## src/rtl/lzrw1_decomp_sequencer.sv

```systemverilog
// ---------------------------------------------------------------------------
// lzrw1_decomp_sequencer
//
// Front-end controller for the LZRW1 decompressor core. It parses a
// compressed block made of groups. Each group is a 16-bit control word sent
// low byte first, followed by up to ITEMS_PER_GROUP items. Control bits are
// used LSB first: a 0 bit is a one-byte literal and a 1 bit is a two-byte
// copy. Each item is handed to the core as a single dec_valid pulse.
//
// Ports
//   clock      : rising-edge clock
//   reset      : asynchronous, active-high reset
//   start      : one-cycle pulse; accepted only while idle; latches block_len
//   block_len  : compressed block size in bytes, control words included
//   in_byte    : compressed stream byte
//   in_valid   : in_byte is valid
//   in_ready   : a byte is consumed on a cycle with in_valid & in_ready
//   dec_data   : literal = {8'h00, b0}, copy = {b0, b1}
//   dec_flag   : 1 = copy, 0 = literal
//   dec_valid  : one-cycle pulse per item
//   dec_busy   : core busy; an item is never issued while it is high
//   seq_busy   : high whenever the sequencer is not idle
//   done       : one-cycle pulse at block end
//   err        : sticky truncation flag, cleared by the next accepted start
//
// Optional build macro LZRW1_SEQ_STATS_EN adds lit_count / copy_count:
// saturating counts of issued literals and copies, cleared on reset and on
// every accepted start.
// ---------------------------------------------------------------------------
module lzrw1_decomp_sequencer #(
  parameter int ITEMS_PER_GROUP = 16,
  parameter int LEN_W           = 16
) (
  input  logic             clock,
  input  logic             reset,
  input  logic             start,
  input  logic [LEN_W-1:0] block_len,
  input  logic [7:0]       in_byte,
  input  logic             in_valid,
  output logic             in_ready,
  output logic [15:0]      dec_data,
  output logic             dec_flag,
  output logic             dec_valid,
  input  logic             dec_busy,
  output logic             seq_busy,
  output logic             done,
  output logic             err
`ifdef LZRW1_SEQ_STATS_EN
  ,
  output logic [LEN_W-1:0] lit_count,
  output logic [LEN_W-1:0] copy_count
`endif
);

  // item_idx must hold the value ITEMS_PER_GROUP, hence the extra bit.
  localparam int IDX_W = $clog2(ITEMS_PER_GROUP) + 1;
  localparam int SEL_W = IDX_W - 1;

  localparam logic [LEN_W-1:0] LEN_ZERO = {LEN_W{1'b0}};
  localparam logic [LEN_W-1:0] LEN_ONE  = {{(LEN_W-1){1'b0}}, 1'b1};
  localparam logic [IDX_W-1:0] IDX_ZERO = {IDX_W{1'b0}};
  localparam logic [IDX_W-1:0] IDX_ONE  = {{(IDX_W-1){1'b0}}, 1'b1};
  localparam logic [IDX_W-1:0] IDX_FULL = IDX_W'(ITEMS_PER_GROUP);

  typedef enum logic [2:0] {
    IDLE    = 3'd0,
    CW_LO   = 3'd1,
    CW_HI   = 3'd2,
    ITEM_B0 = 3'd3,
    ITEM_B1 = 3'd4,
    ISSUE   = 3'd5,
    GUARD   = 3'd6,
    FINISH  = 3'd7
  } state_t;

  state_t                     state_r;
  state_t                     next_state_s;
  logic [LEN_W-1:0]           remaining_r;
  logic [ITEMS_PER_GROUP-1:0] cw_r;
  logic [IDX_W-1:0]           item_idx_r;
  logic [7:0]                 b0_r;
  logic [15:0]                dec_data_r;
  logic                       dec_flag_r;
  logic                       in_ready_r;
  logic                       seq_busy_r;
  logic                       done_r;
  logic                       err_r;

  logic                       start_acc_s;
  logic                       consume_s;
  logic                       cw_lo_ld_s;
  logic                       cw_hi_ld_s;
  logic                       b0_ld_s;
  logic                       lit_ld_s;
  logic                       copy_ld_s;
  logic                       idx_inc_s;
  logic                       err_set_s;
  logic                       issue_s;
  logic                       rem_last_s;
  logic                       cw_bit_s;
  logic [IDX_W-1:0]           idx_next_s;

  // States in which the sequencer pulls bytes from the stream.
  function automatic logic is_fetch(input state_t s);
    return (s == CW_LO) || (s == CW_HI) || (s == ITEM_B0) || (s == ITEM_B1);
  endfunction

  assign rem_last_s = (remaining_r == LEN_ONE);
  assign cw_bit_s   = cw_r[item_idx_r[SEL_W-1:0]];
  assign idx_next_s = item_idx_r + IDX_ONE;

  // State register.
  always_ff @(posedge clock or posedge reset) begin
    if (reset) begin
      state_r <= IDLE;
    end else begin
      state_r <= next_state_s;
    end
  end

  // Next-state decode and datapath strobes.
  always_comb begin
    next_state_s = state_r;
    start_acc_s  = 1'b0;
    consume_s    = 1'b0;
    cw_lo_ld_s   = 1'b0;
    cw_hi_ld_s   = 1'b0;
    b0_ld_s      = 1'b0;
    lit_ld_s     = 1'b0;
    copy_ld_s    = 1'b0;
    idx_inc_s    = 1'b0;
    err_set_s    = 1'b0;
    issue_s      = 1'b0;
    case (state_r)
      IDLE: begin
        if (start) begin
          start_acc_s = 1'b1;
          if (block_len == LEN_ZERO) begin
            next_state_s = FINISH;
          end else begin
            next_state_s = CW_LO;
          end
        end else begin
          next_state_s = IDLE;
        end
      end
      CW_LO: begin
        if (in_valid) begin
          consume_s  = 1'b1;
          cw_lo_ld_s = 1'b1;
          // Stream ran out between the two control-word bytes.
          if (rem_last_s) begin
            err_set_s    = 1'b1;
            next_state_s = FINISH;
          end else begin
            next_state_s = CW_HI;
          end
        end else begin
          next_state_s = CW_LO;
        end
      end
      CW_HI: begin
        if (in_valid) begin
          consume_s  = 1'b1;
          cw_hi_ld_s = 1'b1;
          // A control word with no items after it is a legal block end.
          if (rem_last_s) begin
            next_state_s = FINISH;
          end else begin
            next_state_s = ITEM_B0;
          end
        end else begin
          next_state_s = CW_HI;
        end
      end
      ITEM_B0: begin
        if (in_valid) begin
          consume_s = 1'b1;
          b0_ld_s   = 1'b1;
          if (!cw_bit_s) begin
            lit_ld_s     = 1'b1;
            next_state_s = ISSUE;
          end else if (rem_last_s) begin
            // Copy with its second byte missing: drop it, flag truncation.
            err_set_s    = 1'b1;
            next_state_s = FINISH;
          end else begin
            next_state_s = ITEM_B1;
          end
        end else begin
          next_state_s = ITEM_B0;
        end
      end
      ITEM_B1: begin
        if (in_valid) begin
          consume_s    = 1'b1;
          copy_ld_s    = 1'b1;
          next_state_s = ISSUE;
        end else begin
          next_state_s = ITEM_B1;
        end
      end
      ISSUE: begin
        if (!dec_busy) begin
          issue_s      = 1'b1;
          next_state_s = GUARD;
        end else begin
          next_state_s = ISSUE;
        end
      end
      GUARD: begin
        // Dead cycle so the core has time to raise busy for this item.
        idx_inc_s = 1'b1;
        if (remaining_r == LEN_ZERO) begin
          next_state_s = FINISH;
        end else if (idx_next_s == IDX_FULL) begin
          next_state_s = CW_LO;
        end else begin
          next_state_s = ITEM_B0;
        end
      end
      FINISH: begin
        next_state_s = IDLE;
      end
      default: begin
        next_state_s = IDLE;
      end
    endcase
  end

  // Byte counter, control word, item index, captured bytes and status flags.
  always_ff @(posedge clock or posedge reset) begin
    if (reset) begin
      remaining_r <= LEN_ZERO;
      cw_r        <= {ITEMS_PER_GROUP{1'b0}};
      item_idx_r  <= IDX_ZERO;
      b0_r        <= 8'h00;
      dec_data_r  <= 16'h0000;
      dec_flag_r  <= 1'b0;
      in_ready_r  <= 1'b0;
      seq_busy_r  <= 1'b0;
      done_r      <= 1'b0;
      err_r       <= 1'b0;
    end else begin
      if (start_acc_s) begin
        remaining_r <= block_len;
      end else if (consume_s && (remaining_r != LEN_ZERO)) begin
        remaining_r <= remaining_r - LEN_ONE;
      end
      if (cw_lo_ld_s) begin
        cw_r[7:0] <= in_byte;
      end
      if (cw_hi_ld_s) begin
        cw_r[15:8] <= in_byte;
      end
      if (cw_hi_ld_s) begin
        item_idx_r <= IDX_ZERO;
      end else if (idx_inc_s) begin
        item_idx_r <= idx_next_s;
      end
      if (b0_ld_s) begin
        b0_r <= in_byte;
      end
      // Item data is loaded on entry to ISSUE and held until the next item.
      if (lit_ld_s) begin
        dec_data_r <= {8'h00, in_byte};
        dec_flag_r <= 1'b0;
      end else if (copy_ld_s) begin
        dec_data_r <= {b0_r, in_byte};
        dec_flag_r <= 1'b1;
      end
      if (start_acc_s) begin
        err_r <= 1'b0;
      end else if (err_set_s) begin
        err_r <= 1'b1;
      end
      // Loaded from the next state so these line up with the current state.
      in_ready_r <= is_fetch(next_state_s);
      seq_busy_r <= (next_state_s != IDLE);
      done_r     <= (state_r == FINISH);
    end
  end

  assign in_ready = in_ready_r;
  assign dec_data = dec_data_r;
  assign dec_flag = dec_flag_r;
  assign seq_busy = seq_busy_r;
  assign done     = done_r;
  assign err      = err_r;
  // The issue must land on the very cycle busy drops, so it is decoded from
  // the state register and the live busy input.
  assign dec_valid = issue_s;

`ifdef LZRW1_SEQ_STATS_EN
  localparam logic [LEN_W-1:0] LEN_MAX = {LEN_W{1'b1}};

  logic [LEN_W-1:0] lit_count_r;
  logic [LEN_W-1:0] copy_count_r;

  // Saturating per-kind item counters.
  always_ff @(posedge clock or posedge reset) begin
    if (reset) begin
      lit_count_r  <= LEN_ZERO;
      copy_count_r <= LEN_ZERO;
    end else if (start_acc_s) begin
      lit_count_r  <= LEN_ZERO;
      copy_count_r <= LEN_ZERO;
    end else if (issue_s) begin
      if (dec_flag_r) begin
        if (copy_count_r != LEN_MAX) begin
          copy_count_r <= copy_count_r + LEN_ONE;
        end
      end else begin
        if (lit_count_r != LEN_MAX) begin
          lit_count_r <= lit_count_r + LEN_ONE;
        end
      end
    end
  end

  assign lit_count  = lit_count_r;
  assign copy_count = copy_count_r;
`endif

endmodule

```

## config.mk

```make
export PLATFORM = sky130hd
export DESIGN_NAME = lzrw1_decomp_sequencer
export DESIGN_NICKNAME = d
export VERILOG_FILES = /design/src/rtl/lzrw1_decomp_sequencer.sv
export SDC_FILE = /design/constraint.sdc
export NUM_CORES = 1
export LEC_CHECK = 0
export ABC_AREA = 1
export CAP_MARGIN = 5
export CORE_UTILIZATION = 29
export DETAILED_ROUTE_END_ITERATION = 10
export DONT_BUFFER_PORTS = 1
export PLACE_DENSITY = 0.4
export SLEW_MARGIN = 20
export SYNTH_ARGS = -nofsm -noshare
export SYNTH_HDL_FRONTEND = slang
export SYNTH_SLANG_ARGS = --single-unit
```

## constraint.sdc

```tcl
create_clock -name clock -period 2.74 [get_ports clock]
set_input_delay 0.548 -clock clock [delete_from_list [all_inputs] [get_ports clock]]
set_output_delay 0.548 -clock clock [all_outputs]
set_load 0.005 [all_outputs]
```

Word-level counts from Yosys, hierarchy flattened
Index checks and enable logic that the tools add are counted.
{"block": "classes", "addsub": 2, "mul": 0, "div_mod_pow": 0, "magnitude_cmp": 1, "eq_ne": 13, "shifts": 0, "n_mux": 45, "bitwise": 0, "reduce_logical": 14}
{"cell": "16-bit 2-to-1 mux", "count": 4}
{"cell": "16-bit zero test", "count": 2}
{"cell": "1-bit 2-to-1 mux", "count": 24}
{"cell": "3-bit 2-to-1 mux", "count": 8}
{"cell": "3-bit one-hot mux with 8 select lines", "count": 1}
{"cell": "16-bit by 1-bit == test with 1-bit output (second input constant)", "count": 1}
{"cell": "16-bit nonzero test", "count": 1}
{"cell": "16-bit by 1-bit subtractor with 16-bit output (second input constant)", "count": 1}
{"cell": "3-bit == test (second input constant)", "count": 5}
{"cell": "3-bit by 2-bit == test with 1-bit output (second input constant)", "count": 4}
{"cell": "5-bit 2-to-1 mux", "count": 2}
{"cell": "2-bit 2-to-1 mux", "count": 4}
{"cell": "2-bit nonzero test", "count": 4}
{"cell": "3-bit by 1-bit == test with 1-bit output (second input constant)", "count": 2}
{"cell": "5-bit by 1-bit adder with 5-bit output (second input constant)", "count": 1}
{"cell": "5-bit == test (second input constant)", "count": 1}
{"cell": "4-bit by 5-bit < comparator with 1-bit output (second input constant)", "count": 1}
{"cell": "1-bit binary-select mux with 4-bit select", "count": 1}
{"cell": "4-bit OR reduction", "count": 1}
{"cell": "3-bit zero test", "count": 1}
{"cell": "1-bit logical OR", "count": 3}
{"cell": "3-bit nonzero test", "count": 1}
{"cell": "1-bit one-hot mux with 2 select lines", "count": 1}
{"cell": "1-bit logical AND", "count": 1}
{"block": "totals", "register_bits": 69, "latchBits": 0, "ram_bits": 0, "romBits": 0, "out_inout_bits": 22, "mem_count": 0}

Longest topological paths before layout
Gate-level depths: netlist of the first run.
{"block": "logic_depth", "word_depth": 9, "mapped_depth": 15}

Least setup slack after synthesis of the first run
OpenSTA, ideal clock, no wires.
{"block": "synth_path", "kind": "register to register", "from": "register item_idx_r[0]", "to": "register in_ready_r (netlist: in_ready)", "arrival_ps": 1478, "setup_slack_ps": 1149, "stages_incl_launch_ff": 13, "period_less_slack_ps": 1591, "cell_sequence": "dfrtp_1 -> ha_1 -> nand3_1 -> xor2_1 -> nand3_1 -> nand2_1 -> inv_1 -> nor2_1 -> nand2_1 -> nand2_1 -> nand3_2 -> nand2_1 -> inv_1"}
{"block": "synth_between", "elab_chain_cells": 9, "elab_cells_between_ends": 16, "cone_classes": "add/sub (1); eq/ne (5); mux (7); reduce/logical (3)"}
{"item": "from (decl)", "line": "80", "text": "logic [IDX_W-1:0] item_idx_r;"}
{"item": "from (signal assigned)", "line": "259", "text": "item_idx_r <= idx_next_s;"}
{"item": "5-bit by 1-bit adder with 5-bit output / 1-bit binary-select mux with 4-bit select (equally long branches)", "line": "110, 109"}
{"item": "5-bit == test / 1-bit 2-to-1 mux (equally long branches)", "line": "216, 109"}
{"item": "2-bit 2-to-1 mux (on tied branches)", "line": "216, 180"}
{"item": "3-bit 2-to-1 mux (on tied branches)", "line": "214, 177"}
{"item": "3-bit one-hot mux with 8 select lines *", "line": "134", "text": "case (state_r)"}
{"item": "3-bit by 1-bit == test with 1-bit output / 3-bit by 2-bit == test with 1-bit output (equally long branches)", "line": "105", "text": "return (s == CW_LO) || (s == CW_HI) || (s == ITEM_B0) || (s == ITEM_B1);"}
{"item": "1-bit logical OR (2 in series)", "line": "105"}
{"item": "1-bit logical OR *", "line": "105"}
{"item": "to (signal assigned)", "line": "278", "text": "in_ready_r <= is_fetch(next_state_s);"}
{"item": "to (decl)", "line": "84", "text": "logic in_ready_r;"}
Every way passes the cells marked *; elsewhere a longest branch is shown, timed or not. The select of a mux whose other input is x is not followed.
A chain may end at the register's enable or synchronous reset.

Final worst setup path of the first run
{"block": "layout_path", "from": "register item_idx_r[0]", "to": "register dec_data_r[2] (netlist: dec_data[2])"}
{"block": "layout_between", "elab_chain_cells": 6, "elab_cells_between_ends": 7, "cone_classes": "mux (6); reduce/logical (1)"}
{"item": "1-bit binary-select mux with 4-bit select *", "line": "109", "text": "assign cw_bit_s = cw_r[item_idx_r[SEL_W-1:0]];"}
{"item": "1-bit 2-to-1 mux (implied by the code) *", "line": "109"}
{"item": "1-bit 2-to-1 mux *", "line": "180", "text": "if (!cw_bit_s) begin"}
{"item": "1-bit 2-to-1 mux *", "line": "177", "text": "if (in_valid) begin"}
{"item": "1-bit 2-to-1 mux *", "line": "134"}
{"item": "16-bit 2-to-1 mux / 2-bit nonzero test (equally long branches)"}
{"item": "to (signal assigned)", "line": "266", "text": "dec_data_r <= {8'h00, in_byte};"}
{"item": "to (signal assigned)", "line": "269", "text": "dec_data_r <= {b0_r, in_byte};"}
{"item": "to (decl)", "line": "82", "text": "logic [15:0] dec_data_r;"}
Marks and branches as above.

==> results of run 1 <==
worst paths after layout:
kind                       depth (start not counted)           end  slack (ns)           from
min reg2reg                                        2  dec_data[13]        0.47        b0_r[5]
max in group asynchronous                          2   dec_data[6]        1.96          reset
min in group clock                                 2      cw_r[15]        0.33     in_byte[7]
min                                                1  dec_data[10]        0.13          reset
max                                               12   dec_data[2]        0.71  item_idx_r[0]
max reg2reg                                       12   dec_data[2]        0.71  item_idx_r[0]
worst reg2reg max path, stage by stage, from the launching register on:
cell and delay, ns:
dfrtp_1 0.67, inv_2 0.12, nand2_1 0.09, nand3_1 0.06, nand2_1 0.07, nand2_1 0.04, nand2_1 0.07, clkinv_1 0.09
nand4_1 0.11, nand2_1 0.07, inv_2 0.37, nand2_1 0.13, o21ai_2 0.07
state kept, by name (all words and copies together), names as in the netlist, 3 cells and up:
name,cells
item_idx_r,5
dec_data,16
state_r,3
cw_r,16
b0_r,8
remaining_r,16
cell families after synthesis:
family / Yosys count
and+or+nand+nor: 222
buffers and inverters: 72
DFF: 69
AOI/OAI and AO/OA: 61
xor gates and xnor gates: 13
adders and majority gates: 5
cell type report:
cell class / instances / area (um2)
clock buffers: 11 / 242.7
clock inverters: 5 / 107.6
fillers: 1292 / 7921
inverters: 62 / 235.2
multi-input cells: 301 / 1551
flip-flops and latches: 69 / 1727
well taps: 147 / 183.9
repair buffers: 4 / 42.54
layout by cell type (no fill, tap or decap), types with 9 or more instances in the layout:
cell type  netlist  layout
o21ai_2          9       9
nand3_1         26      26
xor2_1          12      12
nor2_1          29      29
o21ai_0         30      30
inv_2            8       9
dfrtp_1         69      69
clkbuf_16        0       9
nand2_1        125     125
inv_1           51      50
report_power, final:
part	internal, uW	total (uW)	switching [uW]
combinational	621	1710	1080
sequential	1500	1870	375
clock	917	1360	442
total	3040	4940	1900
metrics by stage:
| step | utilization [%] | hold WS (ns) | setup WS, ns |
|---|---|---|---|
| after floorplan | - | 0.4451 | 0.4521 |
| final | 34.05 | 0.1329 | 0.7068 |
| after global placement | 31.14 | 0.4687 | 0.7640 |
| after global routing | 34.05 | 0.1693 | 0.3853 |
| after detailed placement | 31.14 | 0.4617 | 0.6848 |
| after CTS | 34.05 | 0.1583 | 0.6743 |
per-layer routing:
metal  part of all wire [%]  track usage (%)  routed length, um  vias up
met4                    1.3            4.211                110        0
met1                     48            19.09               4106     1250
met2                     45            22.78               3848       68
met3                    6.3            6.481                538       13
met5                      0                0                  0        -
li1                       -                -                  -     1429
==> flow_summary.json, run 1 <==
{
  "crit_buf_inv": 3,
  "finalHoldViolCount": 0,
  "max_stage_delay_ns": 0.67,
  "fin_setup_tns_ns": 0,
  "cts_made_buffers": 9,
  "synth_top_area_share_pct": 48.25,
  "cp.arrival_ns": 2.31,
  "rows": 40,
  "worst_setup_path_start_kind": "flop",
  "crit_path_top_delay_cell": "dfrtp_1",
  "synth_xor_area_share_pct": 3.182,
  "clk_latency_ns": 0.34,
  "synth_fa_ha_area_share_pct": 1.748,
  "first_iter_violations": 126,
  "postRouteAntennaNets": 0,
  "ios": 51,
  "final_nets": 481,
  "post-cts-setup-buffer-count": 0,
  "synthMuxAreaShare_pct": 0,
  "final.setup_skew_ns": 0.008588,
  "final_layout_size_suffix_gt1_share_pct": 13.50,
  "totalWireLength_um": 8604,
  "overflow": 0,
  "grt_pass1_vias": 2712,
  "final_cells": 599,
  "critical_path_class": "reg2reg",
  "syn_to_final_growth_pct": 14.30,
  "gp_congestion": 0.8235,
  "syn_inst": 442,
  "dp_cells": 583,
  "dp_hpwl_um": 6422,
  "clockBufferDepth": 2,
  "async_reset_ff_share_pct": 100.0,
  "hold_buffers": 0,
  "fin_crit_sh_pct": 74.20,
  "ys.warnings.count": 0,
  "path_clk_slew_ns": 0.06,
  "antenna_found_initial": 0,
  "synth_nets": 476,
  "fmax_ghz": 0.4918,
  "ys.flop_type": "dfrtp_1",
  "grt_pass1_wl_um": 14320,
  "synthTopCellsByArea": "dfrtp_1 (48%), nand2_1 (13%), inv_1 (5.3%)",
  "grt_max_degree": 47,
  "htreeDepth": 3,
  "dpl_cell_area_um2": 3740,
  "hp-class": "in2async",
  "p_per_area_nw_per_um2": 1207,
  "rsz0062_at_grt": "no",
  "total_power_uw": 4938,
  "cts_sinks": 69,
  "fp.dieH_um": 113.1,
  "maxSlewHeadroom_pct": 63.19,
  "remaining_drc_errors": 0,
  "tightest_slew_ns": 0.5514,
  "ir_worst_vdd_v": 0.0005123,
  "post_cts_resized": 0,
  "grt.total_usage_pct": 14.89,
  "outcome": "complete, no violations",
  "synth-compound-area-share_pct": 10.70,
  "fin_area_um2": 4090,
  "fin_crit_ns": 2.033,
  "first_pass_iters": 5,
  "port_buffers": 0,
  "core_um2": 12010,
  "wire_per_inst_um": 14.36,
  "ys_types": 35,
  "synthTopCellsByCount": "nand2_1 (125), dfrtp_1 (69), inv_1 (51)",
  "drv_slew": 0,
  "yosysSeqAreaShare_pct": 48.25,
  "synth_simple_gate_area_share_pct": 27.73,
  "yosysTopAreaCell": "dfrtp_1",
  "final-setup-viol-count": 0,
  "maxCapViolCount": 0,
  "vias_per_cell": 4.608,
  "cts_tree": "done",
  "p_leak_uw": 0.001960,
  "synth_area_um2": 3578,
  "ys_seq_elements": 69,
  "diodes": 0,
  "dieArea_um2": 12790,
  "critPathMaxFanout": 24,
  "syn_area_per_cell_um2": 8.096,
  "clock-root-buffer": "clkbuf_16",
  "cp_top_family": "flip-flops",
  "required_ns": 3.01,
  "synth_most_common_cell": "nand2_1",
  "end_kind": "flop",
  "critPathMostFrequentCell": "nand2_1",
  "synth_edf_count": 0,
  "worstPathCellList": "inv_2 > nand2_1 > nand3_1 > nand2_1 > nand2_1 > nand2_1 > clkinv_1 > nand4_1 > nand2_1 > inv_2 > nand2_1 > o21ai_2",
  "vias": 2760,
  "initial_core_util_pct": 29.79,
  "die_w_um": 113.1,
  "synth_top_family_by_area": "simple AND/OR/NAND/NOR gates"
}
(Power assumes the default switching activity.)
==> inputs of run 2 (changes only) <==
==> constraint.sdc (replaced) <==
create_clock -name clock -period 2.12 [get_ports clock]
set_input_delay 0.424 -clock clock [delete_from_list [all_inputs] [get_ports clock]]
set_output_delay 0.424 -clock clock [all_outputs]
set_load 0.005 [all_outputs]
==> flow_summary.json, run 2 (synthesis results as in run 1) <==
{
  "reg2regPathDepth": 12,
  "layout_common_cells": "nand2_1 (125), dfrtp_1 (68), inv_1 (50), o21ai_0 (30), nor2_1 (29)",
  "cts_tree": "done",
  "p_per_area_nw_per_um2": 1562,
  "final-setup-viol-count": 0,
  "remaining_drc_errors": 0,
  "fillers": 1268,
  "final_cells": 601,
  "busiest_layer": "met2",
  "dp_cells": 586,
  "wire_per_inst_um": 14.38,
  "combPwrFrac_pct": 35.0,
  "final_nets": 484,
  "grt_pass1_vias": 2794,
  "fmax_ghz": 0.5515,
  "clk_latency_ns": 0.34,
  "overflow": 0,
  "rows": 40,
  "hold_buffers": 0,
  "hp-class": "in2async",
  "htreeDepth": 3,
  "critical_path_class": "reg2reg",
  "maxSlewHeadroom_pct": 66.68,
  "first_iter_violations": 141,
  "p_int_uw": 3990,
  "power.share.switching_pct": 38.11,
  "pwr-share-clk_pct": 27.2,
  "fin_setup_tns_ns": 0,
  "grt_max_degree": 70,
  "drv_slew": 0,
  "cts_made_buffers": 9,
  "vias": 2795,
  "required_ns": 2.35,
  "post-cts-setup-buffer-count": 0,
  "clockBufferDepth": 2,
  "clock-root-buffer": "clkbuf_16",
  "initial_core_util_pct": 29.79,
  "cts_sinks": 69,
  "core_um2": 12010,
  "die_w_um": 113.1,
  "rsz0062_at_grt": "no",
  "fin_ws_ns": 0.3069,
  "postRouteAntennaNets": 0,
  "gp_congestion": 0.8357,
  "ios": 51,
  "path_clk_slew_ns": 0.05,
  "pre_cts_ws_ns": 0.1711,
  "fp.dieH_um": 113.1,
  "diodes": 0,
  "dp_hpwl_um": 6332,
  "fin_crit_ns": 1.813,
  "p_seq_share_pct": 37.8,
  "layout_commonest_cell": "nand2_1",
  "p_leak_uw": 0.001976,
  "grt_use_met1_pct": 19.45,
  "first_pass_iters": 4,
  "final_layout_size_suffix_gt1_share_pct": 14.32,
  "ir_worst_vdd_v": 0.0005981,
  "maxCapViolCount": 0,
  "dieArea_um2": 12790,
  "cp.arrival_ns": 2.04,
  "port_buffers": 0,
  "met3_usage_pct": 3.856,
  "fin_crit_sh_pct": 85.53,
  "tightest_slew_ns": 0.4952,
  "vias_per_cell": 4.651,
  "totalWireLength_um": 8641,
  "worst_setup_path_start_kind": "flop",
  "antenna_found_initial": 0,
  "end_kind": "flop",
  "finalHoldViolCount": 0,
  "syn_to_final_growth_pct": 15.35,
  "outcome": "complete, no violations",
  "p_sw_uw": 2457,
  "critPathMaxFanout": 4,
  "final.setup_skew_ns": 0.004682,
  "grtUsageMet2_pct": 22.62,
  "grt_pass1_wl_um": 14440,
  "grt.total_usage_pct": 14.72
}
run 2: cell count changes in the layout (fill, tap and decap cells not counted):
cell and delta:
buf_12 +1, clkbuf_1 -1, clkinv_4 -2, dfrtp_1 -1, clkinvlp_4 +1, dfrtp_2 +1, inv_2 -1, clkinv_2 +1
buf_4 +2, clkbuf_8 +1
run 2: final timing paths:
kind / from / to / slack [ns]
worst max-delay path: remaining_r[4] / in_ready / 0.31
worst max register to register: remaining_r[4] / in_ready / 0.31
worst min register to register: b0_r[1] / dec_data[9] / 0.47
max in group asynchronous: reset / remaining_r[11] / 1.74
worst min-delay path: reset / state_r[0] / 0.06
min in group clock: in_byte[1] / cw_r[9] / 0.21
run 2: critical path, stage by stage, from the launching register on:
cell,delay [ns]
dfrtp_1,0.41
nor2_1,0.15
nand2_1,0.10
nor2_1,0.20
nand3_1,0.20
a21boi_0,0.20
nand2_1,0.10
nand2_1,0.07
nand2_1,0.09
nand2_1,0.07
nand2_1,0.04
nand2_1,0.05
inv_1,0.03
run 2: what timing repair did:
action,in CTS,in global routing
setup endpoints to repair,0,17
endpoints found under the hold margin,0,0
resized for setup,0,1
run 2: stage by stage:
step	instance area [um2]	utilization (%)	hold slack [ns]	power (uW)
after floorplan	3582	-	0.4451	4178
after CTS	4126	34.35	0.07503	6546
after detailed placement	3779	31.46	0.4376	4738
after global placement	3779	31.46	0.4395	4719
final	4128	34.36	0.05963	6447
after global routing	4128	34.36	0.08351	7019
run 2: routing by layer:
layer,share of wire (%),vias to the layer above
met3,5.4,11
met5,0,-
li1,-,1434
met4,1.7,0
met2,45,67
met1,48,1283
run 2: area by class of cell:
cell class,count,area (um2),area share [%]
flip-flops and latches,69,1728,41.86
multi-input cells,301,1551,37.59
clock buffers,11,252.7,6.123
inverters,62,239.0,5.790
well taps,147,183.9,4.456
clock inverters,4,95.09,2.304
repair buffers,7,77.57,1.879
run 2: power by group through the flow:
stage | Clock, uW | Sequential, uW | Combinational [uW]
final | 1760 | 2440 | 2250
after CTS | 1810 | 2450 | 2290
after global placement | 0 | 2460 | 2260
after detailed placement | 0 | 2460 | 2280
after global routing | 1850 | 2530 | 2640
after floorplan | 0 | 2300 | 1880
